$ cat src/rtl/port_hex_uart_pkg.sv
// Shared constants, FSM state type and nibble-to-ASCII helper for port_hex_uart.
package port_hex_uart_pkg;

    localparam logic [7:0] ASCII_CR         = 8'h0D;
    localparam logic [7:0] ASCII_LF         = 8'h0A;
    localparam logic [7:0] ASCII_0          = 8'h30;
    localparam logic [7:0] ASCII_A_MINUS_10 = 8'h37;

    typedef enum logic [1:0] {
        ST_IDLE = 2'd0,
        ST_LOAD = 2'd1,
        ST_SEND = 2'd2
    } state_t;

    // Uppercase hex digit for one nibble.
    function automatic logic [7:0] nib2ascii(input logic [3:0] n);
        return (n < 4'd10) ? (ASCII_0 + {4'd0, n}) : (ASCII_A_MINUS_10 + {4'd0, n});
    endfunction

endpackage

$ cat src/rtl/port_hex_uart_tx.sv
// 8N1 UART transmitter: one character per start pulse, idle-high line.
// done is high during the final cycle of the stop bit, so the consumer can
// react on the same edge the stop bit completes.
module port_hex_uart_tx #(
    parameter int CLKS_PER_BIT = 434
) (
    input  logic       clk,
    input  logic       reset,
    input  logic       start,
    input  logic [7:0] data,
    output logic       txd,
    output logic       done
);

    localparam int CW = (CLKS_PER_BIT > 1) ? $clog2(CLKS_PER_BIT) : 1;

    logic          r_active;
    logic          r_txd;
    logic [CW-1:0] r_cnt;
    logic [3:0]    r_bit;
    logic [8:0]    r_shift;   // bits still to send after the current one
    logic          w_bit_end;

    assign w_bit_end = (r_cnt == CW'(CLKS_PER_BIT - 1));

    // Bit-period counter and shift register; start is only honoured while idle.
    always_ff @(posedge clk) begin
        if (reset) begin
            r_active <= 1'b0;
            r_txd    <= 1'b1;
            r_cnt    <= '0;
            r_bit    <= 4'd0;
            r_shift  <= '1;
        end else if (!r_active) begin
            if (start) begin
                r_active <= 1'b1;
                r_txd    <= 1'b0;
                r_cnt    <= '0;
                r_bit    <= 4'd0;
                r_shift  <= {1'b1, data};
            end
        end else if (w_bit_end) begin
            r_cnt <= '0;
            if (r_bit == 4'd9) begin
                r_active <= 1'b0;
                r_txd    <= 1'b1;
            end else begin
                r_bit   <= r_bit + 4'd1;
                r_txd   <= r_shift[0];
                r_shift <= {1'b1, r_shift[8:1]};
            end
        end else begin
            r_cnt <= r_cnt + CW'(1);
        end
    end

    assign txd  = r_txd;
    assign done = r_active && (r_bit == 4'd9) && w_bit_end;

endmodule

$ cat src/rtl/port_hex_uart.sv
// Watches a monitored word and prints every new value over UART as
// DATA_WIDTH/4 uppercase hex digits followed by CR LF.
module port_hex_uart
    import port_hex_uart_pkg::*;
#(
    parameter int CLKS_PER_BIT = 434,
    parameter int DATA_WIDTH   = 32
) (
    input  logic                  clk,
    input  logic                  reset,
    input  logic [DATA_WIDTH-1:0] port_in,
    output logic                  uart_txd,
    output logic                  busy,
    output logic [7:0]            drop_count
);

    localparam int DIGITS = DATA_WIDTH / 4;
    localparam int NCHARS = DIGITS + 2;
    localparam int IW     = $clog2(NCHARS);

    state_t                r_state;
    logic                  r_busy;
    logic                  r_hold;
    logic [IW-1:0]         r_idx;
    logic [DATA_WIDTH-1:0] r_snap;
    logic [DATA_WIDTH-1:0] r_last;
    logic [DATA_WIDTH-1:0] r_prev;
    logic [7:0]            r_drop;

    logic [3:0] w_nib;
    logic [7:0] w_char;
    logic       w_start;
    logic       w_done;
    logic       w_txd;
    logic       w_last;
    logic       w_frame_end;

    assign w_last      = (r_idx == IW'(NCHARS - 1));
    assign w_frame_end = (r_state == ST_SEND) && w_done && w_last;
    // The first character waits one LOAD cycle so its start bit lands two
    // edges after the change; later characters pay only the one-cycle bubble.
    assign w_start     = (r_state == ST_LOAD) && !r_hold;

    // Character select: hex digits MSB first, then CR, then LF.
    always_comb begin
        w_nib  = 4'd0;
        w_char = ASCII_LF;
        for (int d = 0; d < DIGITS; d++) begin
            if (int'(r_idx) == d) w_nib = r_snap[DATA_WIDTH-1-4*d -: 4];
        end
        if (int'(r_idx) < DIGITS)       w_char = nib2ascii(w_nib);
        else if (int'(r_idx) == DIGITS) w_char = ASCII_CR;
    end

    // Change detection, frame sequencing and the saturating drop counter.
    always_ff @(posedge clk) begin
        if (reset) begin
            r_state <= ST_IDLE;
            r_busy  <= 1'b0;
            r_hold  <= 1'b0;
            r_idx   <= '0;
            r_snap  <= '0;
            r_last  <= '0;
            r_prev  <= '0;
            r_drop  <= 8'd0;
        end else begin
            r_prev <= port_in;
            // A change on the edge the frame ends is left for IDLE to pick up.
            if (r_busy && !w_frame_end && (port_in != r_prev) && (r_drop != 8'hFF))
                r_drop <= r_drop + 8'd1;
            case (r_state)
                ST_IDLE: begin
                    if (port_in != r_last) begin
                        r_snap  <= port_in;
                        r_last  <= port_in;
                        r_busy  <= 1'b1;
                        r_idx   <= '0;
                        r_hold  <= 1'b1;
                        r_state <= ST_LOAD;
                    end
                end
                ST_LOAD: begin
                    if (r_hold) r_hold  <= 1'b0;
                    else        r_state <= ST_SEND;
                end
                ST_SEND: begin
                    if (w_done) begin
                        if (w_last) begin
                            r_busy  <= 1'b0;
                            r_state <= ST_IDLE;
                        end else begin
                            r_idx   <= r_idx + IW'(1);
                            r_state <= ST_LOAD;
                        end
                    end
                end
                default: r_state <= ST_IDLE;
            endcase
        end
    end

    port_hex_uart_tx #(
        .CLKS_PER_BIT(CLKS_PER_BIT)
    ) u_tx (
        .clk   (clk),
        .reset (reset),
        .start (w_start),
        .data  (w_char),
        .txd   (w_txd),
        .done  (w_done)
    );

    assign uart_txd   = w_txd;
    assign busy       = r_busy;
    assign drop_count = r_drop;

endmodule

$ cat config.mk
export PLATFORM = sky130hd
export DESIGN_NAME = port_hex_uart
export DESIGN_NICKNAME = d
export VERILOG_FILES = /design/src/rtl/port_hex_uart_pkg.sv /design/src/rtl/port_hex_uart_tx.sv /design/src/rtl/port_hex_uart.sv
export SDC_FILE = /design/constraint.sdc
export NUM_CORES = 1
export LEC_CHECK = 0
export ABC_CLOCK_PERIOD_IN_PS = 3900
export BUFFER_PORTS_ARGS = -buffer_cell sky130_fd_sc_hd__clkbuf_2
export CAP_MARGIN = 20
export CORE_MARGIN = 4
export CORE_UTILIZATION = 51
export CTS_CLUSTER_SIZE = 14
export DETAILED_ROUTE_END_ITERATION = 8
export HOLD_SLACK_MARGIN = 0.15
export MAX_ROUTING_LAYER = met4
export PLACE_DENSITY = 0.76
export SLEW_MARGIN = 20
export SYNTH_ARGS = -nofsm -noshare
export SYNTH_HDL_FRONTEND = slang
export SYNTH_SLANG_ARGS = --single-unit
$ cat constraint.sdc
create_clock -name clk -period 3.9 [get_ports clk]
set_input_delay 0.78 -clock clk [delete_from_list [all_inputs] [get_ports clk]]
set_output_delay 0.78 -clock clk [all_outputs]
set_load 0.01 [all_outputs]
# Word level (Yosys, flattened, before mapping)

Index checks and enable logic that the tools add are counted.

Register bits after elaboration: 104
Input bits: 34
Output and inout port bits: 10

Eq/ne operators: 23
Order comparisons: 2
$add $sub $neg: 6
Multiplexer cells: 44
Reduce and logical (&&, ||, !) cells: 22

Operators by type and width:

| cell                | count |
|---|---|
| $ne 32x32->1        | 2 |
| $mux 9              | 7 |
| $mux 4              | 15 |
| $eq 4x4->1 const B  | 7 |
| $add 6x4->7 const A | 2 |
| $mux 7              | 2 |
| $ne 2x2->1 const B  | 7 |
| $mux 1              | 12 |
| $add 9x1->9 const B | 1 |
| $eq 9x9->1 const B  | 1 |
| $add 4x1->4 const B | 2 |
| $add 8x1->8 const B | 1 |
| $eq 4x3->1 const B  | 2 |
| $logic_and 1x1->1   | 8 |
| $lt 4x4->1 const B  | 2 |
| $ne 8x8->1 const B  | 1 |
| $pmux 4 s2          | 1 |
| $reduce_and 4->1    | 2 |
| $mux 2              | 3 |
| $pmux 2 s3          | 1 |
| $reduce_and 2->1    | 3 |
| $reduce_and 3->1    | 2 |
| $reduce_bool 2->1   | 3 |
| $eq 4x2->1 const B  | 1 |
| other kinds (7)     | 9 |

# Longest topological paths before layout

Depth after elaboration: 14
Mapped depth: 12
Mapped depth without buffers: 11

# Hierarchy

A second synthesis with hierarchy kept.

Cell total of the unflattened synthesis: 582
Area total of the unflattened synthesis: 5231.3 sq um

By module, submodules not included:

| module           | area each (sq um) | sequential area each (sq um) | instances | cells each |
|---|---|---|---|---|
| port_hex_uart    | 4011.3            | 1601.5                       | 1         | 440 |
| port_hex_uart_tx | 1219.9            | 460.4                        | 1         | 142 |

# Worst setup path after synthesis

No wires, ideal clock.

Kind: register -> register
From: register r_idx[0]
To: register u_tx.r_shift[1]
Path slack: 1.639 ns
Required time: 3.784 ns
Buffers on the path: 1
Clock period less this slack: 2.261 ns
Cell stages (with the launch flop): 13
Data arrival time: 2.145 ns
Path through: dfxtp_1 > inv_1 > ha_1 > buf_4 > inv_1 > o221ai_1 > o32a_1 > o22ai_2 > inv_1 > ha_1 > nor2b_1 > o21ai_0 > a41o_1

Longest elaborated chain between the ends: 14
Elaborated cells on any way between the ends: 26
Classes of those cells: add/sub (2); order compare (2); eq/ne (8); mux (13); reduce/logical (1)

Ends and longest elaborated chain:

| item                                             | RTL line                | source |
|---|---|---|
| from (decl)                                      | port_hex_uart.sv:24     | `logic [IW-1:0] r_idx;` |
| from (signal assigned)                           | port_hex_uart.sv:92     | `r_idx <= r_idx + IW'(1);` |
| $logic_not 4->1                                  | port_hex_uart.sv:49     | `if (int'(r_idx) == d) w_nib = r_snap[DATA_WIDTH-1-4*d -: 4];` |
| $mux 4 (8 in series)                             | port_hex_uart.sv:49     |  |
| $add 6x4->7 / $lt 4x4->1 (equally long branches) | port_hex_uart_pkg.sv:17 | `return (n < 4'd10) ? (ASCII_0 + {4'd0, n}) : (ASCII_A_MINUS_10 + {4'd0, n});` |
| $mux 7                                           | port_hex_uart_pkg.sv:17 |  |
| $mux 7 *                                         | port_hex_uart.sv:51     | `if (int'(r_idx) < DIGITS) w_char = nib2ascii(w_nib);` |
| $mux 9 *                                         | port_hex_uart_tx.sv:35  | `if (start) begin` |
| $mux 9 *                                         | port_hex_uart_tx.sv:34  | `end else if (!r_active) begin` |
| to (signal assigned)                             | port_hex_uart_tx.sv:40  | `r_shift <= {1'b1, data};` |
| to (signal assigned)                             | port_hex_uart_tx.sv:50  | `r_shift <= {1'b1, r_shift[8:1]};` |
| to (decl)                                        | port_hex_uart_tx.sv:21  | `logic [8:0] r_shift;` |

Mark *: on every way between the ends. The rest lies on a longest branch, timed or not. The select of a mux whose other input is x is not followed.
A chain may end at the register's enable or synchronous reset.

# Worst setup path after layout

From: register r_idx[1]
To: register u_tx.r_shift[1]

The elaborated chain is that of the path after synthesis.

==> run metrics <==
Post-Synthesis Cell Area roughly 5200 um2; fin. max-slew vios 0; Post-Syn Nets slightly above 600; DIE HEIGHT about 110 um; Final Core Density between 50% and 60%; Buffers on Ports 43; drt wl/cell between 15 and 20 um; die area 11,900 um2; first-pass GRT wire length between 15,000 and 20,000 um; diodes inserted 0; Top FF cell, synth dfxtp_1; clk sinks approximately 100; Fmax achieved about 0.37 GHz; Logic pwr share between 10% and 20%; Vias/cell roughly 5.5; Hold Buf Count CTS 0; row count 36; fin nets roughly 640; setup TNS 0 ps; worst vdd ir about 0.42 mV; Post-synth ARST share 0%; final WL ~11,000 um; routed vias between 4,000 and 5,000; Placer Congestion approximately 0.90; total track usage about a fifth; Max Cap Violations 0; drt pass-1 iters 4; switching part of the total 31.0%; vias in the first global route 4,040; initial antenna violation count 0; cell area after layout approximately 5700 um2; type of the tightest min-delay check reg2reg; H-tree depth 3; Power Dens Cells 407 nW/um2; layout cells sized above 1 ~14%; max incr delay on CP approximately 500 ps; min cycle time layout roughly 2700 ps; largest net degree at the start of global routing 53; Post-DP Area around 5500 um2; num ports between 40 and 50; Final Hold Vio Count 0; Post-DRT Antenna Nets 0; CP Launch Type flop; CP endpoint kind flop; RSZ-0062 raised after global routing no; Gate Count Post-Synth about 570; Clk pwr share between 20% and 30%; Post-CTS Setup Repair Bufs 0; status finished clean; area leader, netlist dfxtp_1; drt drc 0; CP max-delay cell ha_1; filler instances about 860; main area contributors after synthesis dfxtp_1 (39%), mux2i_1 (6.7%), xnor2_1 (6.2%); sequential element share of the synthesized area about two fifths; critical path data required time about 4200 ps; latest clock arrival within the worst-skew pair 400 ps; count of state elements after synthesis around 100; CP cell instances inv_1, ha_1, or2b_1, a21oi_1, o32a_1, o22ai_2, inv_1, ha_1, nor2b_1, o21ai_0, a41o_1; cell internal pwr around 1600 uW; leakage power approximately 0.0022 uW; Initial Util 52.9%; max_slew headroom between 30% and 40%; share of power burned in registers between 50% and 60%; core box area 9860 um2; GR Overflow Total 0; Yosys warnings 0; area of the multi-input gates slightly below 3000 um2; DPL Wire Length slightly above 8000 um; Post-synth EDFFs 0; Clock transition at path regs about 100 ps; root buf cell clkbuf_8; Worst Path Max Fanout 14; Die W ~110 um; clock buffer depth 2; Setup Skew about 18 ps; Synth top area share about two fifths; hold slack approximately 470 ps; Layout area overhead 8.36%; Num CTS Buffers 9; Cell variety after synth a little over 70; actual slew at the worst max-slew pin between 900 and 1000 ps; Tcrit/Tclk final between 70% and 80%; Net Switching roughly 700 uW; WS Path Type reg2reg; setup violators final 0; CTS tree yes; register area between 2000 and 2500 um2; starting DRC count in detailed routing 220; crit path DAT approximately 3000 ps; # resized after CTS 0; post-synthesis area per instance slightly above 9 um2
[area by class of cell]
type                    count  area share [%]
multi-input cells         426            51.9
flip-flops and latches    103            36.4
repair buffers             45            4.51
well taps                 133            2.94
clock buffers              10            2.26
clock inverters             6            1.17
inverters                  12           0.796
[state kept, by name, indices dropped and copies added (netlist names)]
signal and flops:
u_tx.txd 1, r_prev 32, r_last 32, busy 1
u_tx.r_cnt 9, u_tx.r_shift 8, r_idx 4, r_state 2
u_tx.r_bit 4, drop_count 8, r_hold 1, u_tx.r_active 1
[worst max-delay path: cells and delay by family (launching register included)]
family / cells / cell delay [ps]
adders and majority gates: 2 / 780
AOI/OAI and AO/OA: 5 / 960
and+or+nand+nor: 2 / 300
DFF: 1 / 370
buffers and inverters: 2 / 220
[layer usage]
layer  part of all wire [%]  up-vias  global-route usage (%)
met5                      0        -                       -
li1                       -     2042                       -
met2                     46       80                    32.7
met1                     48     1899                    27.3
met3                    4.5       18                    5.51
met4                    1.6        0                    6.41
[power groups by stage]
stage	Combinational [uW]	Sequential [uW]	Clock, uW
3_5_place_dp	437	1230	0
5_1_grt	492	1220	713
4_1_cts	441	1210	674
6_report	437	1210	656
2_1_floorplan	344	1210	0
3_3_place_gp	426	1230	0
[synth_stat cells (4+ instances only)]
| cell | number |
|---|---|
| dfxtp_1 | 103 |
| nor2_1 | 65 |
| nor2b_1 | 38 |
| xnor2_1 | 37 |
| mux2i_1 | 35 |
| a21oi_1 | 34 |
| xor2_1 | 34 |
| nand2_1 | 28 |
| o21ai_0 | 19 |
| nand4_1 | 13 |
| clkbuf_1 | 12 |
| inv_1 | 11 |
| ha_1 | 10 |
| nor4_1 | 10 |
| nand3_1 | 9 |
| and3_1 | 7 |
| buf_4 | 7 |
| a211oi_1 | 6 |
| nor3_1 | 6 |
| clkbuf_8 | 4 |
| nand2b_1 | 4 |
| nor3b_1 | 4 |
| o31ai_1 | 4 |
[cells by family (layout without fill, tap and decap cells)]
| kind of cell | Yosys count | in the layout | synth area share (%) |
|---|---|---|---|
| AO/OA/AOI/OAI | 102 | 102 | 13.9 |
| XOR/XNOR | 71 | 71 | 11.9 |
| adder cells (fa/ha/maj) | 10 | 10 | 2.40 |
| buffers and inverters | 39 | 73 | 4.29 |
| flip-flops | 103 | 103 | 39.5 |
| multiplexers | 35 | 35 | 6.71 |
| AND/OR/NAND/NOR | 208 | 208 | 21.3 |
[final timing paths]
kind | startpoint | slack [ps] | endpoint | depth (start not counted)
max reg2reg | r_idx[1] | 1170 | u_tx.r_shift[1] | 11
max | r_idx[1] | 1170 | u_tx.r_shift[1] | 11
min reg2reg | u_tx.r_shift[7] | 470 | u_tx.r_shift[7] | 1
min | u_tx.r_shift[7] | 470 | u_tx.r_shift[7] | 1
[cells in the final DEF (no fill, tap or decap), types with 2 or more instances in the layout]
cell and instances:
dfxtp_1 103, nor2_1 65, clkbuf_2 42, nor2b_1 38, xnor2_1 37, mux2i_1 35, a21oi_1 34, xor2_1 34
nand2_1 28, o21ai_0 19, nand4_1 13, inv_1 11, nor4_1 10, ha_1 10, nand3_1 9, clkbuf_8 9
and3_1 7, nor3_1 6, a211oi_1 6, nand2b_1 4, o31ai_1 4, nor3b_1 4, o211ai_1 3, and2_1 3
o21a_1 3, nand3b_1 3, a211o_1 3, or3_1 3, o221ai_1 2, nor2b_4 2, a221oi_1 2, a311o_1 2
a311oi_1 2, a41oi_1 2, inv_6 2, clkinv_8 2, buf_12 2
[through the flow]
| step | worst slack (ps) | instances | total power [uW] |
|---|---|---|---|
| 2_1_floorplan | 1640 | 568 | 1550 |
| 3_3_place_gp | 955 | 719 | 1650 |
| 3_5_place_dp | 950 | 719 | 1670 |
| 4_1_cts | 1160 | 735 | 2320 |
| 5_1_grt | 955 | 735 | 2420 |
| 6_report | 1170 | 735 | 2300 |
Power figures use the tool's default switching activity.
